**src/rtl/tdm_demux8.sv**
```systemverilog
// tdm_demux8: rebuilds an 8-bit word from a time-division serial stream.
// A 3-bit slot counter selects which staging bit captures D on each accepted
// cycle; a completed frame is moved to Q with a one-cycle Valid pulse.
module tdm_demux8 #(
    parameter bit FREE_RUN = 1'b1
) (
    input  logic       Clock,
    input  logic       Resetn,
    input  logic       En,
    input  logic       Sync,
    input  logic       D,
    output logic [7:0] Q,
    output logic       Valid,
    output logic [2:0] Slot,
    output logic [7:0] Y,
    output logic       Err
);

    typedef enum logic [0:0] {StIdle, StRun} state_e;

    state_e     state_q, state_d;
    logic [2:0] slot_q, slot_d;
    logic [7:0] staging_q, staging_d;
    logic [7:0] q_q, q_d;
    logic       valid_q, valid_d;
    logic       err_q, err_d;

    // Next-state: frame capture, completion, and Sync realignment.
    always_comb begin
        state_d   = state_q;
        slot_d    = slot_q;
        staging_d = staging_q;
        q_d       = q_q;
        valid_d   = 1'b0;
        err_d     = 1'b0;
        if (En) begin
            unique case (state_q)
                StIdle: begin
                    if (Sync) begin
                        staging_d[0] = D;
                        slot_d       = 3'd1;
                        state_d      = StRun;
                    end
                end
                StRun: begin
                    if (Sync) begin
                        // Sync anywhere but slot 0 abandons the partial frame.
                        err_d        = (slot_q != 3'd0);
                        staging_d[0] = D;
                        slot_d       = 3'd1;
                    end else begin
                        staging_d[slot_q] = D;
                        slot_d            = slot_q + 3'd1;
                        if (slot_q == 3'd7) begin
                            // Bit 7 goes straight into Q; staging is not cleared.
                            q_d     = {D, staging_q[6:0]};
                            valid_d = 1'b1;
                            if (!FREE_RUN) begin
                                state_d = StIdle;
                            end
                        end
                    end
                end
                default: state_d = StIdle;
            endcase
        end
    end

    // State and registered outputs.
    always_ff @(posedge Clock or negedge Resetn) begin
        if (!Resetn) begin
            state_q   <= StIdle;
            slot_q    <= 3'd0;
            staging_q <= 8'h00;
            q_q       <= 8'h00;
            valid_q   <= 1'b0;
            err_q     <= 1'b0;
        end else begin
            state_q   <= state_d;
            slot_q    <= slot_d;
            staging_q <= staging_d;
            q_q       <= q_d;
            valid_q   <= valid_d;
            err_q     <= err_d;
        end
    end

    // Slot decode: one-hot while running, silent when idle.
    always_comb begin
        Y = 8'h00;
        if (state_q == StRun) begin
            Y[slot_q] = 1'b1;
        end
    end

    assign Q     = q_q;
    assign Valid = valid_q;
    assign Slot  = slot_q;
    assign Err   = err_q;

endmodule

```
**config.mk**
```make
export PLATFORM = sky130hd
export DESIGN_NAME = tdm_demux8
export DESIGN_NICKNAME = d
export VERILOG_FILES = /design/src/rtl/tdm_demux8.sv
export SDC_FILE = /design/constraint.sdc
export NUM_CORES = 1
export LEC_CHECK = 0
export CAP_MARGIN = 20
export CORE_UTILIZATION = 35
export DETAILED_ROUTE_END_ITERATION = 16
export DONT_BUFFER_PORTS = 1
export GPL_TIMING_DRIVEN = 0
export HOLD_SLACK_MARGIN = 0.08
export SYNTH_ARGS = -nofsm -noshare
export SYNTH_HDL_FRONTEND = slang
export SYNTH_SLANG_ARGS = --single-unit
```
**constraint.sdc**
```tcl
create_clock -name Clock -period 2.9 [get_ports Clock]
set_input_delay 0.58 -clock Clock [delete_from_list [all_inputs] [get_ports Clock]]
set_output_delay 0.58 -clock Clock [all_outputs]
set_load 0.02 [all_outputs]
```
==> reports/metrics.csv <==
stage,metric,value,unit
global_route,pin count of the biggest net entering global routing,22,
pwr,Leakage,0.5292,nW
pwr,VDD IR-drop max,365.4,uV
synth,number of unique standard cell types used by synthesis,24,
clocking,"Reg clk slew, reported paths",0.11,ns
detailed_routing,post-detailed-route count of antenna-violating nets,0,
synth,post-synthesis sequential element count,21,
critical_path,number of buffers and inverters on the critical path,0,
die,horizontal extent of the die,55.14,um
pwr,Sw Pwr,0.0002343,W
global_route,vias in the first global route,581,
clocking,CTS tree,yes,
detailed_routing,First DRT Iteration DRCs,8,
pwr,combinational share of power,0.216,
synth,synthesized area,988.4,um^2
global_route,aggregate global routing overflow,0,
timing,Final Critical Period,2.275,ns
synth,Yosys warning count,0,
timing,maximum operating frequency,439.6,MHz
timing,setup TNS,0,ns
critical_path,crit path DAT,1.69,ns
clocking,CTS root buffer,sky130_fd_sc_hd__clkbuf_4,
synth,top cell type's share of synthesized area,0.5316,
min_path,worst hold path type,in -> reg,
placement,number of port buffers,0,
synth,synthesized instance count,77,
die,Die Y-Extent,55.14,um
cells_and_area,count of nets after finishing,91,
cells_and_area,"Core Util, Final",0.4137,
synth,average cell area after synthesis,12.84,um^2
critical_path,cell chain of the critical path,nand2_1 -> nor3_1,
cells_and_area,count of antenna diodes in the layout,0,
global_route,antenna violations before repair,0,
timing,Hold WS,0.3845,ns
detailed_routing,number of design rule violations left after detail routing,0,
clocking,number of buffers inserted by post-CTS setup repair,0,
detailed_routing,final wirelength,1685,um
synth,commonest register cell after synthesis,sky130_fd_sc_hd__dfrtp_1,
timing,number of max-slew violations in the final report,0,
die,Cell Rows,18,
timing,worst rel slew slack,0.3807,
timing,Final Cycle Share,0.7844,
pwr,clock network fraction of total power,0.192,
critical_path,"Max FO, Critical Path",8,
synth,largest cells by area after synthesis,"sky130_fd_sc_hd__dfrtp_1 53%, sky130_fd_sc_hd__mux2_2 15%, sky130_fd_sc_hd__ha_1 3.8%",
synth,"Async S/R FF share, synth",1.000,
global_route,global-route wire length before repair,2746,um
die,Die ar.,0.003040,mm^2
clocking,buffer levels on the longest clock path,2,
timing,unrepaired setup endpoints after global routing,false,
synth,syn_nets,85,
critical_path,Top Family by Delay on Critical Path,simple AND/OR/NAND/NOR gates,
critical_path,endpoint class of the critical path,output port,
placement,HPWL after detailed placement,1264,um
pwr,Power Internal,0.0004813,W
synth,number of enable-type register cells in the synthesized netlist,0,
global_route,global router's overall resource usage,0.1338,
die,Std-Cell Core Area,0.002567,mm^2
critical_path,startpoint type of the worst setup path,register,
synth,sequential share of the synthesized area,0.5316,
detailed_routing,total number of vias,602,
synth,cell taking the most area after synthesis,sky130_fd_sc_hd__dfrtp_1,
synth,"count leader, synth",sky130_fd_sc_hd__dfrtp_1,
timing,number of endpoints failing setup at the final stage,0,
die,initial core utilization,0.3850,
timing,setup skew after layout,0.006467,ns
critical_path,Crit Path Category,reg -> out,
pwr,power density over the cells,673.6,mW/mm^2
timing,Worst Tran Pin Value,0.9258,ns
detailed_routing,WL/cell,15.04,um
critical_path,biggest cell delay along the critical path,0.64,ns
run_status,status,"finished, final reports clean",
clocking,clock latency of the later-clocked register in the worst-skew pair,0.30,ns
clocking,number of clock buffers inserted by TritonCTS,3,
clocking,deepest level of the CTS H-tree,1,
pwr,sequential share of power,0.592,
placement,GPL Wtd Cong,0.7335,
job,Max Cap Violations,0,
cells_and_area,fraction of layout instances using a drive strength above 1,0.3293,
die,number of top-level pins,26,
pwr,switching part of the total power,0.3274,
cells_and_area,post-synthesis to final-layout area growth,7.468,%
detailed_routing,number of detailed-routing iterations run before antenna repair,5,
synth,most instantiated cells after synthesis,"21 x sky130_fd_sc_hd__dfrtp_1, 13 x sky130_fd_sc_hd__mux2_2, 8 x sky130_fd_sc_hd__nor2_1",
cells_and_area,filler cell count in the final layout,263,
critical_path,CP Data Required Time,2.32,ns
critical_path,CP max stage cell,sky130_fd_sc_hd__dfrtp_1,
timing,number of hold violations in the final report,0,
detailed_routing,via/cell ratio,5.375,
clocking,clock tree sinks,21,
[metrics by stage]
step | std cells | area (um^2) | setup slack, ns | power, W
4_1_cts | 112 | 1062 | 0.6093 | 0.0007293
3_5_place_dp | 107 | 1026 | 0.9680 | 0.0005812
5_1_grt | 112 | 1062 | 0.5474 | 0.0007647
3_3_place_gp | 107 | 1026 | 0.9679 | 0.0005763
2_1_floorplan | 77 | 988.4 | 1.126 | 0.0005520
6_report | 112 | 1062 | 0.6254 | 0.0007156
[cells by family after synthesis]
group | Yosys count | synth area share
adder cells (fa/ha/maj) | 3 | 0.03798
buffers and inverters | 7 | 0.04176
AND/OR/NAND/NOR | 24 | 0.1544
AO/OA/AOI/OAI | 6 | 0.04557
multiplexers | 16 | 0.1886
flip-flops | 21 | 0.5316
[registers in the layout, summed over array words and instances, names as in the netlist]
name,count
staging_q,7
Valid,1
Err,1
state_q,1
Slot,3
Q,8
[layout by cell type, fill, tap and decap left out]
| cell type | count |
|---|---|
| sky130_fd_sc_hd__nand2_1 | 3 |
| sky130_fd_sc_hd__nand2b_1 | 2 |
| sky130_fd_sc_hd__o21ai_0 | 1 |
| sky130_fd_sc_hd__dfrtp_1 | 21 |
| sky130_fd_sc_hd__a21oi_1 | 1 |
| sky130_fd_sc_hd__o21ai_2 | 1 |
| sky130_fd_sc_hd__mux2_4 | 2 |
| sky130_fd_sc_hd__a21o_1 | 1 |
| sky130_fd_sc_hd__nor4b_4 | 1 |
| sky130_fd_sc_hd__nand3_1 | 4 |
| sky130_fd_sc_hd__and4bb_2 | 1 |
| sky130_fd_sc_hd__mux2i_1 | 1 |
| sky130_fd_sc_hd__buf_6 | 1 |
| sky130_fd_sc_hd__dlygate4sd3_1 | 1 |
| sky130_fd_sc_hd__buf_4 | 2 |
| sky130_fd_sc_hd__clkbuf_4 | 3 |
| sky130_fd_sc_hd__nor3_1 | 2 |
| sky130_fd_sc_hd__clkbuf_1 | 1 |
| sky130_fd_sc_hd__ha_1 | 3 |
| sky130_fd_sc_hd__a22o_1 | 1 |
| sky130_fd_sc_hd__nand4b_1 | 1 |
| sky130_fd_sc_hd__inv_1 | 4 |
| sky130_fd_sc_hd__nor2_1 | 8 |
| sky130_fd_sc_hd__mux2_2 | 13 |
| sky130_fd_sc_hd__a22o_2 | 1 |
| sky130_fd_sc_hd__and3b_4 | 1 |
| sky130_fd_sc_hd__nand2_4 | 1 |
[worst paths after layout]
check,slack (ns),start,to,cells after the start
setup / recovery,0.63,Slot[2]$_DFFE_PN0P_,Y[4],2
hold / removal,0.38,Sync,state_q$_DFFE_PN0P_,1
setup reg to reg,1.25,Slot[0]$_DFFE_PN0P_,staging_q[0]$_DFFE_PN0P_,4
hold reg to reg,0.51,staging_q[1]$_DFFE_PN0P_,Q[1]$_DFFE_PN0P_,1
max in group asynchronous,1.48,Resetn,Q[1]$_DFFE_PN0P_,1
min in group asynchronous,0.85,Resetn,state_q$_DFFE_PN0P_,1
[worst register-to-register path, cell delays in order, from the launching register on]
cell	delay, ns
sky130_fd_sc_hd__dfrtp_1	0.48
sky130_fd_sc_hd__buf_4	0.21
sky130_fd_sc_hd__nor4b_4	0.46
sky130_fd_sc_hd__o21ai_2	0.10
sky130_fd_sc_hd__mux2_4	0.30
[cell type report]
type / count / area, um^2 / area share
buffer: 3 / 26.28 / 0.02473
clock buffer: 4 / 26.28 / 0.02473
inverter: 4 / 15.01 / 0.01413
multi-input combinational: 49 / 421.7 / 0.3969
sequential: 21 / 525.5 / 0.4947
tap: 30 / 37.54 / 0.03534
timing repair buffer: 1 / 10.01 / 0.009423
[power groups by stage]
stage	sequential [W]	combinational, W	clock [W]
2_1_floorplan	0.000420	0.000132	0
3_3_place_gp	0.000430	0.000147	0
3_5_place_dp	0.000432	0.000150	0
4_1_cts	0.000426	0.000157	0.000147
5_1_grt	0.000434	0.000176	0.000155
6_report	0.000424	0.000155	0.000137
[repair_timing]
| action | CTS | global route |
|---|---|---|
| resized for setup | 0 | 0 |
| hold buffers | 1 | 0 |
| endpoints found under the hold margin | 21 | 0 |
[metal layers]
metal,vias up,share of wire,track usage
met5,-,0,0
met4,0,0.0089,0.03750
met3,5,0.093,0.06557
met2,24,0.46,0.2008
met1,297,0.44,0.1695
li1,276,-,-
No activity file was read; power rests on OpenSTA's default activity.
